$ cat config.mk
export PLATFORM = sky130hd
export DESIGN_NAME = sync_fifo_flags
export DESIGN_NICKNAME = d
export VERILOG_FILES = /design/src/rtl/sync_fifo_flags.sv
export SDC_FILE = /design/constraint.sdc
export NUM_CORES = 1
export LEC_CHECK = 0
export ABC_CLOCK_PERIOD_IN_PS = 6700
export CAP_MARGIN = 20
export CORE_MARGIN = 8
export CORE_UTILIZATION = 45
export CTS_CLUSTER_DIAMETER = 80
export CTS_CLUSTER_SIZE = 8
export DETAILED_ROUTE_END_ITERATION = 10
export GPL_TIMING_DRIVEN = 0
export PLACE_DENSITY = 0.67
export SYNTH_ARGS = -nofsm -noshare
export SYNTH_HDL_FRONTEND = slang
export SYNTH_SLANG_ARGS = --single-unit
$ cat constraint.sdc
create_clock -name clk -period 6.7 [get_ports clk]
set_input_delay 1.005 -clock clk [delete_from_list [all_inputs] [get_ports clk]]
set_output_delay 1.005 -clock clk [all_outputs]
set_load 0.02 [all_outputs]
$ cat src/rtl/sync_fifo_flags.sv
// Single-clock FIFO of arbitrary depth with count, thresholds and sticky errors.
// Define SYNC_FIFO_FWFT_EN for first-word-fall-through reads.
module sync_fifo_flags #(
    parameter int DATA_WIDTH = 32,
    parameter int FIFO_DEPTH = 4,
    parameter int ADDR_WIDTH = 2,
    parameter int AF_THRESH  = 3,
    parameter int AE_THRESH  = 1
) (
    input  logic                  clk,
    input  logic                  reset,
    input  logic                  push,
    input  logic [DATA_WIDTH-1:0] data_in,
    input  logic                  pop,
    output logic [DATA_WIDTH-1:0] data_out,
    output logic                  empty,
    output logic                  full,
    output logic                  almost_full,
    output logic                  almost_empty,
    output logic [ADDR_WIDTH:0]   count,
    output logic                  overflow,
    output logic                  underflow,
    input  logic                  clr_err
);

    localparam logic [ADDR_WIDTH-1:0] LAST_C  = ADDR_WIDTH'(FIFO_DEPTH - 1);
    localparam logic [ADDR_WIDTH-1:0] PONE_C  = ADDR_WIDTH'(1);
    localparam logic [ADDR_WIDTH:0]   ONE_C   = (ADDR_WIDTH + 1)'(1);
    localparam logic [ADDR_WIDTH:0]   DEPTH_C = (ADDR_WIDTH + 1)'(FIFO_DEPTH);
    localparam logic [ADDR_WIDTH:0]   AF_C    = (ADDR_WIDTH + 1)'(AF_THRESH);
    localparam logic [ADDR_WIDTH:0]   AE_C    = (ADDR_WIDTH + 1)'(AE_THRESH);

    logic [DATA_WIDTH-1:0] mem_q [FIFO_DEPTH];
    logic [ADDR_WIDTH-1:0] wr_ptr_q, wr_ptr_d;
    logic [ADDR_WIDTH-1:0] rd_ptr_q, rd_ptr_d;
    logic [ADDR_WIDTH:0]   count_q, count_d;
    logic                  empty_q, full_q, af_q, ae_q;
    logic                  ovf_q, ovf_d, unf_q, unf_d;
    logic                  push_ok, pop_ok;

    // Wrap at FIFO_DEPTH so non-power-of-two depths never touch unused slots
    function automatic logic [ADDR_WIDTH-1:0] ptr_inc(input logic [ADDR_WIDTH-1:0] p);
        return (p == LAST_C) ? '0 : p + PONE_C;
    endfunction

    assign pop_ok  = pop & ~empty_q;
    assign push_ok = push & (~full_q | pop_ok);

    always_comb begin
        wr_ptr_d = push_ok ? ptr_inc(wr_ptr_q) : wr_ptr_q;
        rd_ptr_d = pop_ok ? ptr_inc(rd_ptr_q) : rd_ptr_q;
        count_d  = count_q;
        if (push_ok && !pop_ok) begin
            count_d = count_q + ONE_C;
        end else if (pop_ok && !push_ok) begin
            count_d = count_q - ONE_C;
        end
        // A fresh error event takes priority over the clear
        ovf_d = (push & ~push_ok) | (ovf_q & ~clr_err);
        unf_d = (pop & empty_q) | (unf_q & ~clr_err);
    end

    always_ff @(posedge clk or negedge reset) begin
        if (!reset) begin
            wr_ptr_q <= '0;
            rd_ptr_q <= '0;
            count_q  <= '0;
            empty_q  <= 1'b1;
            full_q   <= 1'b0;
            af_q     <= 1'b0;
            ae_q     <= 1'b1;
            ovf_q    <= 1'b0;
            unf_q    <= 1'b0;
        end else begin
            wr_ptr_q <= wr_ptr_d;
            rd_ptr_q <= rd_ptr_d;
            count_q  <= count_d;
            empty_q  <= (count_d == '0);
            full_q   <= (count_d == DEPTH_C);
            af_q     <= (count_d >= AF_C);
            ae_q     <= (count_d <= AE_C);
            ovf_q    <= ovf_d;
            unf_q    <= unf_d;
        end
    end

    always_ff @(posedge clk) begin
        if (push_ok) begin
            mem_q[wr_ptr_q] <= data_in;
        end
    end

`ifdef SYNC_FIFO_FWFT_EN
    assign data_out = mem_q[rd_ptr_q];
`else
    logic [DATA_WIDTH-1:0] dout_q;

    always_ff @(posedge clk or negedge reset) begin
        if (!reset) begin
            dout_q <= '0;
        end else if (pop_ok) begin
            dout_q <= mem_q[rd_ptr_q];
        end
    end

    assign data_out = dout_q;
`endif

    assign empty        = empty_q;
    assign full         = full_q;
    assign almost_full  = af_q;
    assign almost_empty = ae_q;
    assign count        = count_q;
    assign overflow     = ovf_q;
    assign underflow    = unf_q;

endmodule

Yosys cells after proc, flatten, opt, wreduce, memory -nomap -nowiden
Memory sizes are Yosys's and may differ from the RTL's. A register that Yosys moved wholly into a read port is not among the register bits.
Cells that the tools add are included.

cells by class
  add/sub/neg operators = 4
  magnitude comparators = 2
  equality and inequality tests = 3
  muxes and demuxes = 6
  bitwise operators = 13
  reduce and logical (&&, ||, !) cells = 6

operators with widths
  operator                                             count
  AND 1 bit                                            6
  2-to-1 mux 3 bit                                     2
  adder 2 x 1 -> 2 bit, second input constant          2
  == test 2 bit, second input constant                 2
  2-to-1 mux 2 bit                                     2
  inverter 1 bit                                       4
  adder 3 x 1 -> 3 bit, second input constant          1
  == test 3 bit, second input constant                 1
  >= comparator 3 x 2 -> 1 bit, second input constant  1
  <= comparator 3 x 1 -> 1 bit, second input constant  1
  zero test 1 bit                                      3
  zero test 3 bit                                      1
  bitwise OR 1 bit                                     3
  subtractor 3 x 1 -> 3 bit, second input constant     1
  logical AND 1 bit                                    2
  2-to-1 mux 1 bit                                     2

word-level totals
  register bits = 13
  RAM bits = 128
  input port bits = 37
  output and inout port bits = 41
  logic and storage cells = 44
  memories = 1

memories
  name   words  width  read ports  clocked after memory_dff  wr ports  line  text
  mem_q  4      32     1           1                         1         33    logic [DATA_WIDTH-1:0] mem_q [FIFO_DEPTH];

Depth between registers and ports, before layout
Gate-level depths: netlist (run 1).

  depth in word-level cells = 9
  depth in mapped cells = 6
  gate-level depth less buffers = 6

Worst setup path before layout (run 1)
OpenSTA, ideal clock, no wires.

  path type = input to register
  start = input port pop
  end = memory mem_q[3][0], enable pin
  library setup time = 392 ps
  arrival = 2410 ps
  required time = 6308 ps
  setup slack = 3898 ps
  stages on the path = 4
  buffers on the path = 1
  cells stage by stage = nand2b_1 -> buf_2 -> a21boi_1 -> and2_1

on the way
  longest elaborated chain between the ends = 5

RTL lines
  item                                    line  text
  start: declaration                      14    input logic pop,
  AND 1 bit                               46    assign pop_ok = pop & ~empty_q;
  bitwise OR 1 bit                        47    assign push_ok = push & (~full_q | pop_ok);
  AND 1 bit                               47
  2-to-1 mux 1 bit                        88    if (push_ok) begin
  2-to-1 mux 1 bit (not written as such)  89    mem_q[wr_ptr_q] <= data_in;
  end: declaration                        33

No other way between the ends.

Worst setup path after layout (run 1)
  start = input port pop
  end = memory mem_q[2][12], enable pin

The elaborated chain is that of the path after synthesis.

==> results of run 1 <==
-- state kept, by name (all words and copies together) (netlist names) --
name and count:
mem_q 128, data_out 32, count 3, rd_ptr_q 2, wr_ptr_q 2, almost_empty 1
almost_full 1, empty 1, full 1, overflow 1, underflow 1
-- layout make-up --
class                      count  area (sq um)  area share
buffer                        16          88.8      0.0109
sequential                   173          4970       0.611
inverter                       6          22.5     0.00277
clock buffer                  21           470      0.0578
clock inverter                11           139      0.0171
tap                          184           230      0.0283
multi-input combinational    170          1430       0.176
timing repair buffer          78           786      0.0965
-- layer usage --
metal,up-vias,wire (microns),GRT usage
li1,1539,-,-
met4,0,226,0.0726
met2,73,6270,0.240
met3,12,615,0.0421
met1,1692,4920,0.156
met5,-,0,0
-- how the worst min path moves through the flow --
stage                    to  slack [ns]  cells after the start
2_1_floorplan   rd_ptr_q[1]        0.55                      3
3_3_place_gp    data_out[0]        0.46                      2
3_5_place_dp   data_out[13]        0.46                      2
4_1_cts        data_out[17]        0.48                      2
5_1_grt         data_out[9]        0.50                      2
6_report       data_out[30]        0.47                      2
-- kinds of logic (layout without fill, tap and decap cells) --
| kind of cell | Yosys count | after routing |
|---|---|---|
| fa+ha+maj | 7 | 7 |
| simple gates | 117 | 117 |
| flops | 173 | 173 |
| mux | 35 | 35 |
| buf+inv | 22 | 132 |
| compound gates | 9 | 9 |
| xor+xnor | 2 | 2 |
-- through the flow --
| stage | cells | power (mW) |
|---|---|---|
| floorplan | 365 | 2.27 |
| global placement | 626 | 2.69 |
| detailed placement | 627 | 2.72 |
| CTS | 659 | 3.72 |
| global route | 659 | 3.86 |
| finish | 659 | 3.67 |
-- worst max-delay path, cell delays in order --
cell and delay, ns:
clkdlybuf4s50_1 0.54, nand2b_1 0.12, buf_2 0.21, a21boi_1 0.41, and2_2 0.85
-- placed cells by master, fill, tap and decap left out, types with 3 or more instances in the layout --
| master | instances |
|---|---|
| dfrtp_1 | 43 |
| buf_6 | 3 |
| edfxtp_1 | 128 |
| clkbuf_16 | 17 |
| clkbuf_1 | 6 |
| mux4_2 | 32 |
| inv_1 | 6 |
| nand2_1 | 102 |
| clkdlybuf4s50_1 | 76 |
| buf_2 | 6 |
| clkinv_2 | 3 |
| ha_1 | 7 |
| buf_1 | 3 |
| bufinv_16 | 3 |
| and2_2 | 4 |
| o21ai_0 | 4 |
| clkbuf_8 | 3 |
-- where the power goes --
part           leakage (nW)  switching (mW)  internal [mW]
Combinational          1.02           0.585          0.536
Clock                 0.297           0.379          0.613
Sequential             1.72           0.108           1.45
Total                  3.04            1.07           2.59
==> results.yml, run 1 <==
detailed_routing:
  firstDrtPassIters: 4
  ant_nets: 0
  wl_mm: 12.0
  first_iter_violations: 169
  vias_per_cell: 5.03
  remaining_drc_errors: 0
  num_vias: 3316
  post_drt_wl_per_cell_microns: 18.3
synthesis:
  syn-instance-count: 365
  synth_seq_cells: 173
  ys.flop_type: "edfxtp_1"
  ys_async_sr_fraction: 0.260
  yosysMostFrequentCell: "edfxtp_1"
  yosys.area_share.adder: 0.0135
  synthTopCellsByCount: "edfxtp_1 (128), nand2_1 (102), dfrtp_1 (43), mux4_2 (32), ha_1 (7)"
  yosysWarnings: 0
  synth-simple-area-share: 0.0755
  synthMuxAreaShare: 0.117
  synth_edf_count: 128
  synthXorXnorAreaFrac: 0.00500
  synth_compound_area_frac: 0.00826
  yosysUniqueCellTypes: 30
  yosysTopAreaCellShare: 0.590
  synth_area_sq_um: 6510
  synth_top_family_by_area: "multiplexers"
  synth_nets: 409
  synthTopCellsByArea: "edfxtp_1 (59%), dfrtp_1 (17%), mux4_2 (11%)"
  synth_seq_area_share: 0.764
  yosysTopAreaCell: "edfxtp_1"
  syn_area_per_cell_sq_um: 17.8
global_routing:
  grt_usage: 0.141
  grt_max_degree: 34
  grt_pass1_wl_mm: 19.1
  antenna_found_initial: 0
  overflow: 0
  grt_pass1_vias: 3636
place:
  io_buffers: 77
  dpl_cell_area_sq_um: 7530
  place_hpwl_mm: 7.61
  dp_worst_setup_slack_ns: 3.12
  gp_congestion: 0.753
worst_setup_path:
  reg2regPathDepth: 4
  rr_endpoint: "mem_q[2][12]"
  worstSetupPathType: "input pin to flip-flop"
  end_kind: "flip-flop"
  cp-start-kind: "input pin"
  endpoint: "mem_q[2][12]"
  required_ns: 6.74
  worstPathMaxFanout: 32
  r2r_slack_ns: 4.26
  cp-startpoint: "pop"
  worstPathArrival_ns: 3.16
  r2r-start: "empty"
clocking:
  htree_levels: 4
  cts_resized: 0
  cts.root.buffer_cell: "clkbuf_16"
  cts_setup_buffers: 0
  cts_hold_buf: 0
  clock-sinks: 173
  clockBufferDepth: 2
  clk_latency_ns: 0.42
  cts_buffers: 17
  cts_tree: "done"
  clk_pin_slew_ns: 0.06
sta:
  fin_hold_ws_ns: 0.473
  rsz0062_at_grt: "no"
  fin_crit_ns: 3.12
  finalClockSkew_ns: 0.00749
  clock.fmax_ghz: 0.321
  finalSetupViolCount: 0
  finalHoldViolations: 0
  setup_tns_ns: 0
  final.setup.worst_slack_ns: 3.58
  worstMarginPinSlew_ns: 0.932
  relSlewSlack: 0.378
  slew_viol_final: 0
  period_share: 0.465
floorplan:
  start_util: 0.455
  coreArea_sq_um: 14300
  die-area_sq_um: 18600
  pin_count: 78
  die_w_microns: 136
  die_y_microns: 136
  rows: 44
run_status:
  status: "finished clean"
final_layout:
  final_nets: 506
  drive_above_1_share: 0.179
  post-route-util: 0.569
  final_design_area_no_fill_sq_um: 8140
  area_growth_syn_to_layout_pct: 25.0
  final.fill_count: 1129
  diodes: 0
power_and_ir_drop:
  powerDensity_nw_per_um2: 450
  vdd_drop_max_uv: 165
  power_leakage_nw: 3.04
min_path:
  holdCritStartpoint: "data_out[30]"
  hold_class: "flip-flop to flip-flop"
flow_run:
  max_cap_violations: 0
Note: power is estimated with default switching activity, not from simulation.
==> run 2: changes to the inputs <==
ABC_CLOCK_PERIOD_IN_PS = 3200   (was 6700)
clock period = 3.2 ns   (was 6.7 ns; I/O delays follow)
==> run 2 against run 1 <==
Against the previous run:
- global-route usage unchanged
- count of clock-buffer cells in the layout unchanged
- clock skew about the same
- largest cell class unchanged
- largest power group unchanged
==> results.yml, run 2 (synthesized netlist as in run 1, its figures left out) <==
global_routing:
  grt_pass1_wl_mm: 19.1
  overflow: 0
  antenna_found_initial: 0
  grt_max_degree: 34
  grt_pass1_vias: 3636
  grt_usage: 0.141
detailed_routing:
  wl_mm: 12.0
  ant_nets: 0
  first_iter_violations: 155
  vias_per_cell: 5.02
  remaining_drc_errors: 0
  num_vias: 3316
  firstDrtPassIters: 4
  post_drt_wl_per_cell_microns: 18.2
place:
  dp_worst_setup_slack_ns: 0.140
  io_buffers: 77
  dpl_cell_area_sq_um: 7530
  gp_congestion: 0.753
  place_hpwl_mm: 7.61
floorplan:
  die_y_microns: 136
  die_w_microns: 136
  pin_count: 78
  start_util: 0.455
  die-area_sq_um: 18600
  coreArea_sq_um: 14300
  rows: 44
clocking:
  htree_levels: 4
  clock-sinks: 173
  cts_setup_buffers: 0
  clk_pin_slew_ns: 0.06
  cts_hold_buf: 1
  clk_latency_ns: 0.43
  cts.root.buffer_cell: "clkbuf_16"
  cts_buffers: 17
  cts_tree: "done"
  cts_resized: 0
  clockBufferDepth: 2
worst_setup_path:
  r2r_slack_ns: 0.76
  worstPathMaxFanout: 32
  end_kind: "flip-flop"
  worstSetupPathType: "input pin to flip-flop"
  worstPathArrival_ns: 2.64
  reg2regPathDepth: 4
  r2r-start: "empty"
  required_ns: 3.24
  rr_endpoint: "mem_q[2][12]"
  cp-start-kind: "input pin"
sta:
  period_share: 0.810
  final.setup.worst_slack_ns: 0.607
  finalClockSkew_ns: 0.00788
  worstMarginPinSlew_ns: 0.931
  relSlewSlack: 0.379
  rsz0062_at_grt: "no"
  finalSetupViolCount: 0
  clock.fmax_ghz: 0.386
  slew_viol_final: 0
  fin_crit_ns: 2.59
  finalHoldViolations: 0
min_path:
  min_path_cells: 2
  min_to: "data_out[30]"
  holdCritStartpoint: "data_out[30]"
  hold_class: "flip-flop to flip-flop"
final_layout:
  regMostFlops: "mem_q"
  drive_above_1_share: 0.179
  diodes: 0
  area_growth_syn_to_layout_pct: 25.2
  final_common_cell: "edfxtp_1"
  largest_register_ffs: 128
  final_nets: 507
  final_design_area_no_fill_sq_um: 8150
  layout.cells.most_common_list: "edfxtp_1 (128), nand2_1 (102), clkdlybuf4s50_1 (76), dfrtp_1 (43), mux4_2 (32)"
power_and_ir_drop:
  power_leakage_nw: 3.05
  vdd_drop_max_uv: 349
  powerDensity_nw_per_um2: 942
run_status:
  status: "finished clean"
flow_run:
  max_cap_violations: 0
## run 2: changes by cell type in the layout (fill, tap and decap cells not counted)
cell / previous run / this run
dlygate4sd3_1: 0 / 1
## run 2: worst max-delay path by stage
stage	slack, ns	endpoint	startpoint
floorplan	0.89	mem_q[3][0]	empty
finish	0.61	mem_q[2][12]	pop
global route	0.41	mem_q[2][28]	pop
CTS	0.58	mem_q[2][5]	pop
detailed placement	0.14	mem_q[2][26]	pop
global placement	-0.34	mem_q[3][17]	pop
## run 2: metrics by stage
step           total power, mW  cells  setup TNS, ns  hold WS (ns)  utilization
2_1_floorplan             4.75    365              0         0.184            -
4_1_cts                   7.79    660              0         0.478        0.569
3_5_place_dp              5.70    627              0         0.425        0.526
6_report                  7.68    660              0         0.473        0.569
5_1_grt                   8.08    660              0         0.497        0.569
3_3_place_gp              5.64    626         -42.26         0.457        0.525
## run 2: where the power goes
part / internal (mW) / total (mW) / switching [mW]
Clock: 1.28 / 2.08 / 0.797
Sequential: 3.03 / 3.25 / 0.225
Combinational: 1.12 / 2.35 / 1.22
Total: 5.43 / 7.68 / 2.25
## run 2: final cells by class
cell class	count	area, sq um
Clock buffer	21	470
Sequential cell	173	4970
Buffer	16	88.8
Tap cell	184	230
Clock inverter	11	139
Multi-Input combinational cell	170	1430
Timing Repair Buffer	79	796
Fill cell	1128	6160
Inverter	6	22.5
## run 2: worst max-delay path: stages
cell,delay (ns)
clkdlybuf4s50_1,0.54
nand2b_1,0.12
buf_2,0.21
a21boi_1,0.41
and2_2,0.85
## run 2: routing by layer
metal  share of wire  global-route usage  routed length [microns]  vias up
li1                -                   -                        -     1541
met1            0.41               0.156                     4930     1687
met2            0.52               0.240                     6200       75
met3           0.052              0.0418                      618       13
met4           0.020              0.0726                      244        0
met5               0                   0                        0        -
==> run 3: changes to the inputs <==
ABC_CLOCK_PERIOD_IN_PS = 2150   (was 3200)
PLACE_DENSITY = 0.69   (was 0.67)
clock period = 2.15 ns   (was 3.2 ns; I/O delays follow)
==> run 3 against run 2 <==
Against the previous run:
- final area is 1.3% higher
- power is 55% higher
- wire length up 6.2%
- clock power is 68% higher
- sequential share of layout area is 0.79 points lower
- non-clock buffer count did not move
- count of clock-buffer cells in the layout is 3 higher
- worst setup slack worse by 0.50 ns
- critical path type is now flip-flop to flip-flop
- largest power group unchanged
==> results.yml, run 3 (synthesized netlist as in run 1, its figures left out) <==
sta:
  clock.fmax_ghz: 0.488
  setup_tns_ns: 0
  finalClockSkew_ns: 0.00812
  finalHoldViolations: 0
  fin_hold_ws_ns: 0.413
  worstMarginPinSlew_ns: 0.523
  relSlewSlack: 0.651
  slew_viol_final: 0
  rsz0062_at_grt: "no"
  fin_crit_ns: 2.05
  finalSetupViolCount: 0
  period_share: 0.952
  final.setup.worst_slack_ns: 0.103
final_layout:
  drive_above_1_share: 0.177
  final_common_cell: "edfxtp_1"
  largest_register_ffs: 128
  regMostFlops: "mem_q"
  final_nets: 510
  diodes: 0
  final_design_area_no_fill_sq_um: 8260
  final.fill_count: 1137
  layout.cells.most_common_list: "edfxtp_1 (128), nand2_1 (102), clkdlybuf4s50_1 (76), dfrtp_1 (43), mux4_2 (32)"
  area_growth_syn_to_layout_pct: 26.8
worst_setup_path:
  reg2regPathDepth: 4
  path_cells: "nand2b_1, buf_2, a21boi_4, and2_2"
  required_ns: 2.21
  worstPathArrival_ns: 2.11
  cp.buffers_inverters: 1
  worstSetupPathType: "flip-flop to flip-flop"
  slowest_delay_ns: 0.55
  endpoint: "mem_q[1][25]"
  cp-startpoint: "empty"
  r2r-start: "empty"
  rr_endpoint: "mem_q[1][25]"
  worstPathMaxFanout: 16
  crit_cells: 4
  r2r_slack_ns: 0.10
  cpMaxStageDelayCell: "and2_2"
  end_kind: "flip-flop"
  cp_top_family: "simple AND/OR/NAND/NOR gates"
  cp-start-kind: "flip-flop"
place:
  gp_congestion: 0.689
  place_hpwl_mm: 7.75
  dp_worst_setup_slack_ns: -0.737
  io_buffers: 77
  dpl_cell_area_sq_um: 7530
clocking:
  htree_levels: 4
  cts.root.buffer_cell: "clkbuf_16"
  cts_buffers: 17
  cts_tree: "done"
  clk_pin_slew_ns: 0.06
  clock-sinks: 173
  clockBufferDepth: 2
  cts_setup_buffers: 0
  clk_latency_ns: 0.42
global_routing:
  grt_pass1_wl_mm: 19.8
  antenna_found_initial: 0
  overflow: 0
  grt_usage: 0.147
  grt_max_degree: 33
  grt_pass1_vias: 3586
detailed_routing:
  vias_per_cell: 5.05
  wl_mm: 12.7
  num_vias: 3351
  post_drt_wl_per_cell_microns: 19.2
  ant_nets: 0
  remaining_drc_errors: 0
  first_iter_violations: 190
  firstDrtPassIters: 4
floorplan:
  start_util: 0.455
  pin_count: 78
  rows: 44
  coreArea_sq_um: 14300
  die-area_sq_um: 18600
  die_y_microns: 136
  die_w_microns: 136
power_and_ir_drop:
  clkPwrFrac: 0.293
  seqPwrFrac: 0.404
  vdd_drop_max_uv: 720
  intPower_mw: 8.53
  powerDensity_nw_per_um2: 1440
  swShare: 0.284
  power_leakage_nw: 3.10
  p_sw_mw: 3.39
  combPwrFrac: 0.303
flow_run:
  max_cap_violations: 0
min_path:
  hold_class: "input pin to asynchronous set/reset pin"
run_status:
  status: "finished clean"
==> run 3: cell types whose count changed in the layout (fill, tap and decap cells not counted), sizes merged <==
cell	change
clkinvlp	-2
and2	+3
clkinv	-4
inv	-1
bufinv	+4
clkbuf	+3
==> run 3: power groups by stage <==
stage,logic [mW],registers (mW),clock network [mW]
4_1_cts,3.70,4.83,3.54
6_report,3.61,4.82,3.50
5_1_grt,3.94,4.90,3.67
3_3_place_gp,3.53,4.84,0
3_5_place_dp,3.60,4.90,0
2_1_floorplan,1.79,5.27,0
==> run 3: per-stage QoR <==
step	util	power [mW]	std cells
floorplan	-	7.06	365
global placement	0.525	8.37	626
detailed placement	0.526	8.50	627
CTS	0.577	12.1	663
global route	0.577	12.5	663
finish	0.577	11.9	663
==> run 3: how the worst min path moves through the flow <==
stage	start	endpoint	slack [ns]	cells after the start
floorplan	reset	almost_full	0.03	0
global placement	data_out[13]	data_out[13]	0.46	2
detailed placement	reset	data_out[0]	0.33	1
CTS	reset	wr_ptr_q[1]	0.41	2
global route	reset	wr_ptr_q[1]	0.45	2
finish	reset	wr_ptr_q[1]	0.41	2
==> run 3: final cells by class <==
cell class,count,area [sq um],share of cell area
inverter,6,22.5,0.00273
buffer,16,88.8,0.0108
timing repair buffer,79,796,0.0964
sequential,173,4970,0.602
multi-input combinational,173,1470,0.178
clock inverter,8,215,0.0261
tap,184,230,0.0279
clock buffer,24,462,0.0559
==> run 3: timing repair <==
item | CTS | global route
hold buffers | 1 | 0
endpoints found under the setup margin | 128 | 0
gates resized for setup | 6 | 0
hold endpoints to repair | 20 | 0
==> run 3: metal layers <==
metal | track usage | share of wire | wire [microns]
met1 | 0.176 | 0.42 | 5380
met2 | 0.237 | 0.49 | 6280
met3 | 0.0503 | 0.070 | 887
met4 | 0.0622 | 0.015 | 191
met5 | 0 | 0 | 0
